`src/rtl/instr_fetch_unit_if.sv`:
```
// Instruction-memory bus between the fetch unit and the instruction memory.
// The fetch unit is the master: it raises imem_req with a word-aligned
// imem_addr and holds both until imem_gnt. The memory answers later with
// imem_rvalid/imem_rdata or with imem_err.
//   imem_req    master -> slave  request pending
//   imem_addr   master -> slave  request address
//   imem_gnt    slave  -> master request accepted this cycle
//   imem_rvalid slave  -> master read data valid
//   imem_rdata  slave  -> master read data
//   imem_err    slave  -> master bus error response
interface instr_fetch_unit_if;
    logic        imem_req;
    logic [31:0] imem_addr;
    logic        imem_gnt;
    logic        imem_rvalid;
    logic [31:0] imem_rdata;
    logic        imem_err;

    modport master (
        output imem_req,
        output imem_addr,
        input  imem_gnt,
        input  imem_rvalid,
        input  imem_rdata,
        input  imem_err
    );

    modport slave (
        input  imem_req,
        input  imem_addr,
        output imem_gnt,
        output imem_rvalid,
        output imem_rdata,
        output imem_err
    );
endinterface

```
`src/rtl/instr_fetch_unit.sv`:
```
// Fetch stage of the single-cycle RV32I core. It takes the current PC,
// runs one request/grant/response transaction on the instruction-memory
// bus and holds the fetched word until the consumer accepts it. On
// acceptance it pulses pc_load so that the PC advances exactly once per
// delivered instruction. Misaligned PCs, bus errors and missing responses
// are reported through a sticky fault flag with a cause code.
//   clk, Areset          clock (rising edge), async active-low reset
//   en                   fetch enable, only looked at while idle
//   pc                   current PC
//   pc_load              PC advance pulse (combinational, VALID & ready)
//   imem                 instruction-memory bus (master side)
//   instr, instr_pc      fetched word and its address
//   instr_valid          instr held for the consumer
//   instr_ready          consumer accepts instr
//   fault_clr            clears the sticky fault
//   fetch_fault          sticky fault flag
//   fault_cause          01 misaligned, 10 bus error, 11 timeout, 00 none
//   instr_count          delivered-instruction counter (wraps)
// TIMEOUT is the last wait-counter value tolerated in WAIT, so a silent
// memory is given TIMEOUT+1 WAIT cycles before the timeout fault.
module instr_fetch_unit #(
    parameter int unsigned TIMEOUT = 255
) (
    input  logic                      clk,
    input  logic                      Areset,
    input  logic                      en,
    input  logic [31:0]               pc,
    output logic                      pc_load,
    instr_fetch_unit_if.master        imem,
    output logic [31:0]               instr,
    output logic [31:0]               instr_pc,
    output logic                      instr_valid,
    input  logic                      instr_ready,
    input  logic                      fault_clr,
    output logic                      fetch_fault,
    output logic [1:0]                fault_cause,
    output logic [31:0]               instr_count
);

    typedef enum logic [2:0] {
        ST_IDLE  = 3'd0,
        ST_REQ   = 3'd1,
        ST_WAIT  = 3'd2,
        ST_VALID = 3'd3,
        ST_FAULT = 3'd4
    } state_t;

    localparam logic [15:0] TIMEOUT_C = 16'(TIMEOUT);

    localparam logic [1:0] CAUSE_NONE      = 2'b00;
    localparam logic [1:0] CAUSE_MISALIGN  = 2'b01;
    localparam logic [1:0] CAUSE_BUS_ERR   = 2'b10;
    localparam logic [1:0] CAUSE_TIMEOUT   = 2'b11;

    state_t      state_r;
    logic [31:0] addr_r;
    logic [15:0] wait_cnt_r;
    logic        req_r;
    logic [31:0] instr_r;
    logic [31:0] instr_pc_r;
    logic        instr_valid_r;
    logic        fault_r;
    logic [1:0]  cause_r;
    logic [31:0] count_r;
    logic        accept_s;

    // Consumer handshake completes only while the word is being offered.
    always_comb begin
        accept_s = 1'b0;
        if (state_r == ST_VALID) begin
            accept_s = instr_ready;
        end else begin
            accept_s = 1'b0;
        end
    end

    // Fetch sequencer: state, bus request, captured instruction, fault and counter.
    always_ff @(posedge clk or negedge Areset) begin
        if (!Areset) begin
            state_r       <= ST_IDLE;
            addr_r        <= 32'd0;
            wait_cnt_r    <= 16'd0;
            req_r         <= 1'b0;
            instr_r       <= 32'd0;
            instr_pc_r    <= 32'd0;
            instr_valid_r <= 1'b0;
            fault_r       <= 1'b0;
            cause_r       <= CAUSE_NONE;
            count_r       <= 32'd0;
        end else begin
            case (state_r)
                ST_IDLE: begin
                    if (en) begin
                        if (pc[1:0] == 2'b00) begin
                            addr_r  <= pc;
                            req_r   <= 1'b1;
                            state_r <= ST_REQ;
                        end else begin
                            instr_pc_r <= pc;
                            fault_r    <= 1'b1;
                            cause_r    <= CAUSE_MISALIGN;
                            state_r    <= ST_FAULT;
                        end
                    end
                end
                // Responses are not looked at here, so a response can be
                // honoured no earlier than the cycle after the grant.
                ST_REQ: begin
                    if (imem.imem_gnt) begin
                        req_r      <= 1'b0;
                        wait_cnt_r <= 16'd0;
                        state_r    <= ST_WAIT;
                    end
                end
                // Priority: bus error, then data, then timeout. Data on the
                // timeout cycle still completes the fetch.
                ST_WAIT: begin
                    wait_cnt_r <= wait_cnt_r + 16'd1;
                    if (imem.imem_err) begin
                        fault_r <= 1'b1;
                        cause_r <= CAUSE_BUS_ERR;
                        state_r <= ST_FAULT;
                    end else if (imem.imem_rvalid) begin
                        instr_r       <= imem.imem_rdata;
                        instr_pc_r    <= addr_r;
                        instr_valid_r <= 1'b1;
                        state_r       <= ST_VALID;
                    end else if (wait_cnt_r == TIMEOUT_C) begin
                        fault_r <= 1'b1;
                        cause_r <= CAUSE_TIMEOUT;
                        state_r <= ST_FAULT;
                    end
                end
                ST_VALID: begin
                    if (instr_ready) begin
                        instr_valid_r <= 1'b0;
                        count_r       <= count_r + 32'd1;
                        state_r       <= ST_IDLE;
                    end
                end
                ST_FAULT: begin
                    if (fault_clr) begin
                        fault_r <= 1'b0;
                        cause_r <= CAUSE_NONE;
                        state_r <= ST_IDLE;
                    end
                end
                default: begin
                    // Unreachable encodings fall back to a quiet idle.
                    req_r         <= 1'b0;
                    instr_valid_r <= 1'b0;
                    fault_r       <= 1'b0;
                    cause_r       <= CAUSE_NONE;
                    state_r       <= ST_IDLE;
                end
            endcase
        end
    end

    assign pc_load        = accept_s;
    assign imem.imem_req  = req_r;
    assign imem.imem_addr = addr_r;
    assign instr          = instr_r;
    assign instr_pc       = instr_pc_r;
    assign instr_valid    = instr_valid_r;
    assign fetch_fault    = fault_r;
    assign fault_cause    = cause_r;
    assign instr_count    = count_r;

endmodule
```
`src/flat_wrapper.sv`:
```
// flat-port wrapper written by rule: the top's interface ports become plain ports
module instr_fetch_unit_flat 
#(
    parameter int unsigned TIMEOUT = 255
)
  (clk, Areset, en, pc, pc_load, instr, instr_pc, instr_valid, instr_ready, fault_clr, fetch_fault, fault_cause, instr_count, imem_imem_req, imem_imem_addr, imem_imem_gnt, imem_imem_rvalid, imem_imem_rdata, imem_imem_err);
  instr_fetch_unit_if imem_i ();
  input  logic clk;
  input  logic Areset;
  input  logic en;
  input  logic [31:0] pc;
  output logic pc_load;
  output logic [31:0] instr;
  output logic [31:0] instr_pc;
  output logic instr_valid;
  input  logic instr_ready;
  input  logic fault_clr;
  output logic fetch_fault;
  output logic [1:0] fault_cause;
  output logic [31:0] instr_count;
  output wire logic [$bits(imem_i.imem_req)-1:0] imem_imem_req;
  output wire logic [$bits(imem_i.imem_addr)-1:0] imem_imem_addr;
  input wire logic [$bits(imem_i.imem_gnt)-1:0] imem_imem_gnt;
  input wire logic [$bits(imem_i.imem_rvalid)-1:0] imem_imem_rvalid;
  input wire logic [$bits(imem_i.imem_rdata)-1:0] imem_imem_rdata;
  input wire logic [$bits(imem_i.imem_err)-1:0] imem_imem_err;
  assign imem_imem_req = imem_i.imem_req;
  assign imem_imem_addr = imem_i.imem_addr;
  assign imem_i.imem_gnt = imem_imem_gnt;
  assign imem_i.imem_rvalid = imem_imem_rvalid;
  assign imem_i.imem_rdata = imem_imem_rdata;
  assign imem_i.imem_err = imem_imem_err;
  instr_fetch_unit #(.TIMEOUT(TIMEOUT)) u_core (.clk(clk), .Areset(Areset), .en(en), .pc(pc), .pc_load(pc_load), .imem(imem_i), .instr(instr), .instr_pc(instr_pc), .instr_valid(instr_valid), .instr_ready(instr_ready), .fault_clr(fault_clr), .fetch_fault(fetch_fault), .fault_cause(fault_cause), .instr_count(instr_count));
endmodule
```
`config.mk`:
```
export PLATFORM = sky130hd
export DESIGN_NAME = instr_fetch_unit_flat
export DESIGN_NICKNAME = d
export VERILOG_FILES = /design/src/rtl/instr_fetch_unit_if.sv /design/src/rtl/instr_fetch_unit.sv /design/src/flat_wrapper.sv
export SDC_FILE = /design/constraint.sdc
export NUM_CORES = 1
export LEC_CHECK = 0
export ABC_AREA = 1
export CAP_MARGIN = 5
export CORE_MARGIN = 8
export CORE_UTILIZATION = 40
export DETAILED_ROUTE_END_ITERATION = 12
export PLACE_DENSITY = 0.73
export SLEW_MARGIN = 15
export SYNTH_ARGS = -nofsm -noshare
export SYNTH_HDL_FRONTEND = slang
export SYNTH_SLANG_ARGS = --single-unit
```
`constraint.sdc`:
```
create_clock -name clk -period 2.55 [get_ports clk]
set_clock_uncertainty 0.05 [all_clocks]
set_input_delay 0.51 -clock clk [delete_from_list [all_inputs] [get_ports clk]]
set_output_delay 0.51 -clock clk [all_outputs]
set_load 0.01 [all_outputs]
```
==> results of run 1 <==
worst paths after layout:
check	start	end	slack, ps	depth (start not counted)
hold reg to reg	u_core.fetch_fault	u_core.fetch_fault	420	2
setup / recovery	u_core.state_r[1]	pc_load	150	5
setup reg to reg	u_core.state_r[2]	u_core.instr_pc[13]	560	9
hold / removal	Areset	u_core.imem.imem_addr[22]	1	1
max in group asynchronous	Areset	u_core.wait_cnt_r[9]	1780	2
min in group clk	u_core.fetch_fault	u_core.fetch_fault	420	2
metal layers:
layer	track usage [%]	up-vias	routed length, um
met2	29.7	185	9720
met3	6.37	29	1680
met4	6.75	0	422
li1	-	3142	-
met5	0	-	0
met1	22.4	2907	8390
power by group:
part           switching [mW]  internal, mW
combinational            2.27          2.39
sequential              0.651          3.36
clock                   0.961          1.83
total                    3.89          7.57
Yosys cell counts (all sizes together):
library cell	instances	area share (%)
nand2	244	13
dfrtp	152	53
nor2	113	6.3
inv	86	4.5
o21ai	45	3.2
nand3	37	2.7
a21oi	36	2.5
mux2	32	5.0
o21a	32	3.3
buf	15	1.2
nand4	13	1.1
xor2	10	1.2
clkbuf	9	0.47
xnor2	6	0.73
and2	4	0.35
nand3b	4	0.42
nor3	3	0.21
o22ai	3	0.26
ha	2	0.35
a21o	1	0.10
a22o	1	0.12
clkinv	1	0.052
o211ai	1	0.10
o21bai	1	0.10
o31ai	1	0.10
cell families after synthesis:
kind of cell	share of synthesized area, %
and+or+nand+nor	24.0
DFF	52.8
AOI/OAI and AO/OA	9.81
buffers and inverters	6.18
muxes	5.00
xor gates and xnor gates	1.94
adders and majority gates	0.347
metrics by stage:
step                      std cells  total power [mW]  hold WS (ps)
after floorplan                 852              6.26           164
after global placement         1272              8.64           405
after global routing           1301              12.2          26.6
after CTS                      1301              11.6          8.94
after detailed placement       1272              8.75           411
final                          1301              11.5          1.17
area by class of cell:
class / instances / area (um2) / share of cell area (%)
sequential: 152 / 3800 / 37.2
clock buffer: 22 / 484 / 4.73
multi-input combinational: 589 / 2960 / 28.9
timing repair buffer: 215 / 2200 / 21.5
tap: 229 / 287 / 2.80
inverter: 87 / 327 / 3.19
clock inverter: 7 / 166 / 1.63
registers in the layout, indices dropped and copies added (netlist names):
| signal | cells |
|---|---|
| u_core.imem.imem_addr | 32 |
| u_core.instr | 32 |
| u_core.instr_count | 32 |
| u_core.instr_pc | 32 |
| u_core.wait_cnt_r | 16 |
| u_core.state_r | 3 |
| u_core.fault_cause | 2 |
| u_core.fetch_fault | 1 |
| u_core.imem.imem_req | 1 |
| u_core.instr_valid | 1 |
==> metrics.md, run 1 <==
| Metric | Value |
|---|---|
| Crit path kind | register to output pin |
| Core footprint | 17800 um2 |
| Avg WL per Cell | 15.5 um |
| Max VDD drop | 0.806 mV |
| Cell Pwr Density | 1120 nW/um2 |
| Tightest Pin Transition | 617 ps |
| Hold/Removal Path Class | input pin to asynchronous set/reset pin |
| Initial antenna violation count | 0 |
| Outcome | finished clean |
| Setup TNS | 0 ps |
| Layout cells sized above 1 | 8.12% |
| Final period util | 94.2% |
| Crit path buffers/inverters | 3 |
| Final setup viols | 0 |
| Routed Wire Length | 20200 um |
| Die area | 22600 um2 |
| Cells along the critical path | inv_1, nor2_4, nand3_2, clkinv_1, clkdlybuf4s50_1 |
| CTS root buffer | clkbuf_16 |
| Post-CTS Repair Setup Buffers | 0 |
| Pins over their slew limit | 0 |
| Final core utilization | 57.3% |
| Synth cell types | 33 |
| H-Tree Depth | 4 |
| Seq/Total Area, Yosys | 52.8% |
| Syn nets | 926 |
| Initial drt markers | 312 |
| Skew-Pair Late Insertion Delay | 420 ps |
| Slew margin rel. | 58.6% |
| GRT overflow | 0 |
| Initial core utilization | 40.4% |
| Setup crit end kind | output pin |
| Die Span Y | 150 um |
| Gate Count Post-Synth | 852 |
| Die width | 150 um |
| Largest net degree at the start of global routing | 65 |
| Longest Clk Path Bufs | 2 |
| Diodes inserted | 0 |
| RSZ-0062 raised after global routing | false |
| Hpwl dp | 15000 um |
| GR Util All Layers | 18.4% |
| Crit path time final | 2400 ps |
| Fin nets | 1136 |
| Final instance area | 10200 um2 |
| Leakage | 4.59 nW |
| Area grow syn2layout | 41.9% |
| CTS Hold Bufs | 0 |
| Critical Path Max Stage Delay | 540 ps |
| Number of global-route vias before repair | 6257 |
| Global-route wire length before repair | 32700 um |
| Fmax | 416 MHz |
| Mapped cell area | 7210 um2 |
| Most frequent cells in the layout | nand2_1 (241), clkdlybuf4s50_1 (204), dfrtp_1 (152) |
| CTS buffer count | 17 |
| Dpl ws | 247 ps |
| Arr. time, crit path | 1840 ps |
| Drt first pass iters | 5 |
| Num rows | 49 |
| Startpoint types | register |
| Layout fillers | 1565 |
| CTS tree | yes |
| Vias per cell | 4.81 |
| Count of state elements after synthesis | 152 |
| Final Worst Setup Slack | 147 ps |
| I/O Pins | 206 |
| Syn_area_per_cell | 8.46 um2 |
| Crit path max fanout | 5 |
| Clock slew at the register clock pins of the worst setup and hold paths | 60 ps |
| Vias | 6263 |
| Port-buffer cells | 205 |
| CTS resizes | 0 |
| Final ANT Viol Nets | 0 |
| Gpl congestion | 0.881 |
| Clk sink count | 152 |
| Slowest-stage cell, CP | clkdlybuf4s50_1 |
| DP Area | 9580 um2 |
| Final hold violations | 0 |
| Number of max-cap violations | 0 |
| CP required | 1990 ps |
| Yosys warns | 0 |
| Crit-path leading delay family | buffers and inverters |
| Drt drc | 0 |
| Commonest non-fill, non-tap cell in the layout | nand2_1 |
No activity file was read; power rests on OpenSTA's default activity.
==> inputs of run 2 (changes only) <==
- CORE_UTILIZATION: 40 -> 52
- PLACE_DENSITY: 0.73 -> 0.9
==> run 2 against run 1 <==
Critical path type unchanged. Critical endpoint unchanged. Routed wire length increased by 2.3%. Hold slack better by 420 ps. Die area decreased by 21%. Register-to-register slack gained 70 ps. Utilization up 16 points. Highest routed layer is now met5. Final cell count is 3.5% lower.
==> metrics.md, run 2 (same netlist as run 1, synthesis figures left out) <==
| Metric | Value |
|---|---|
| Slack of the worst reg-to-reg path | 630 ps |
| Pins over their slew limit | 0 |
| Die width | 134 um |
| Hpwl dp | 14800 um |
| Crit path time final | 2420 ps |
| Initial core utilization | 52.5% |
| Layout fillers | 940 |
| Vias per cell | 5.24 |
| CTS buffer count | 17 |
| Most frequent cells in the layout | nand2_1 (241), clkdlybuf4s50_1 (204), dfrtp_1 (152) |
| Diodes inserted | 0 |
| Hold/Removal Path Class | register to register |
| Initial drt markers | 485 |
| Number of max-cap violations | 0 |
| RSZ-0062 raised after global routing | false |
| Skew-Pair Late Insertion Delay | 430 ps |
| Clk sink count | 152 |
| GR Util All Layers | 23.4% |
| Crit path max fanout | 5 |
| GRT overflow | 0 |
| Outcome | finished clean |
| Crit path kind | register to output pin |
| Commonest non-fill, non-tap cell in the layout | nand2_1 |
| CTS tree | yes |
| Worst R2R Path Depth | 8 |
| Hold path depth | 2 |
| Port-buffer cells | 205 |
| Hold path endpoint | u_core.fault_cause[0] |
| Die Span Y | 134 um |
| Setup crit end kind | output pin |
| Avg WL per Cell | 16.5 um |
| Longest Clk Path Bufs | 2 |
| Gpl congestion | 0.876 |
| Clock slew at the register clock pins of the worst setup and hold paths | 60 ps |
| Final setup viols | 0 |
| Drt drc | 0 |
| Core footprint | 13700 um2 |
| Setup TNS | 0 ps |
| Arr. time, crit path | 1860 ps |
| Layout cells sized above 1 | 8.37% |
| H-Tree Depth | 4 |
| CTS resizes | 0 |
| Initial antenna violation count | 1 |
| Vias | 6570 |
| Drt first pass iters | 5 |
| Cell Pwr Density | 1130 nW/um2 |
| Largest net degree at the start of global routing | 72 |
| R2r endpoint | u_core.instr_count[18] |
| Post-CTS Repair Setup Buffers | 0 |
| Slew margin rel. | 44.3% |
| Die area | 17900 um2 |
| Final hold violations | 0 |
| Leakage | 4.56 nW |
| Routed Wire Length | 20700 um |
| Fin nets | 1136 |
| Area grow syn2layout | 40.4% |
| CTS root buffer | clkbuf_16 |
| Number of global-route vias before repair | 6584 |
| Startpoint types | register |
| Global-route wire length before repair | 33200 um |
| Max VDD drop | 0.740 mV |
| Critical hold path startpoint | u_core.fault_cause[0] |
| Crit path from | u_core.state_r[1] |
| Tightest Pin Transition | 835 ps |
| Min Hold Slack | 424 ps |
| CP required | 1990 ps |
| Final period util | 94.8% |
| RR Startpoint | u_core.state_r[1] |
| Fmax | 414 MHz |
| I/O Pins | 206 |
| Final ANT Viol Nets | 0 |
| Num rows | 43 |
## run 2: cell types whose count changed in the layout (fill, tap and decap cells not counted)
cell,change
buf_12,-2
buf_4,+1
bufinv_16,-2
clkbuf_1,-1
clkbuf_8,-3
clkinv_4,+1
clkinvlp_4,+3
dlygate4sd3_1,+1
inv_6,+3
inv_8,+2
## run 2: area by class of cell
class	instances	area, um2	share of cell area [%]
tap	180	225	2.23
sequential	152	3800	37.6
inverter	87	327	3.23
clock inverter	14	186	1.84
timing repair buffer	215	2180	21.5
clock buffer	18	439	4.34
multi-input combinational	589	2960	29.2
## run 2: stage by stage
| stage | setup slack, ps | utilization, % | std cells | area (um2) | power (mW) |
|---|---|---|---|---|---|
| finish | 133 | 73.8 | 1255 | 10100 | 11.4 |
| global route | 61.1 | 73.8 | 1255 | 10100 | 12.1 |
| CTS | 95.1 | 73.8 | 1255 | 10100 | 11.5 |
| detailed placement | 232 | 69.1 | 1222 | 9490 | 8.75 |
| global placement | 262 | 69.1 | 1222 | 9490 | 8.57 |
| floorplan | 928 | - | 852 | 7210 | 6.26 |
## run 2: critical path, cell delays in order, from the launching register on
cell	delay, ps
dfrtp_1	450
inv_1	100
nor2_4	150
nand3_2	120
clkinv_1	80
clkdlybuf4s50_1	530
## run 2: repair_timing
item,in CTS,in global routing
hold buffers,1,0
endpoints found under the hold margin,40,0
endpoints found under the setup margin,0,0
## run 2: report_power, final
group	switching, mW	internal [mW]	total (mW)	leakage (nW)
combinational	2.33	2.38	4.71	2.35
sequential	0.686	3.36	4.04	1.92
clock	1.08	1.59	2.67	0.294
total	4.09	7.33	11.4	4.56
## run 2: how the worst max path moves through the flow
stage | to | slack (ps) | depth (start not counted)
2_1_floorplan | u_core.imem.imem_addr[21] | 930 | 8
3_3_place_gp | pc_load | 260 | 4
3_5_place_dp | u_core.imem.imem_addr[7] | 230 | 7
4_1_cts | pc_load | 100 | 5
5_1_grt | pc_load | 60 | 5
6_report | pc_load | 130 | 5
## run 2: layer usage
layer  part of all wire (%)  track usage, %  vias to the layer above
li1                       -               -                     3145
met1                     38            25.4                     3110
met2                     49            39.5                      260
met3                    9.4            9.90                       53
met4                    3.2            9.61                        2
met5                  0.058               0                        -
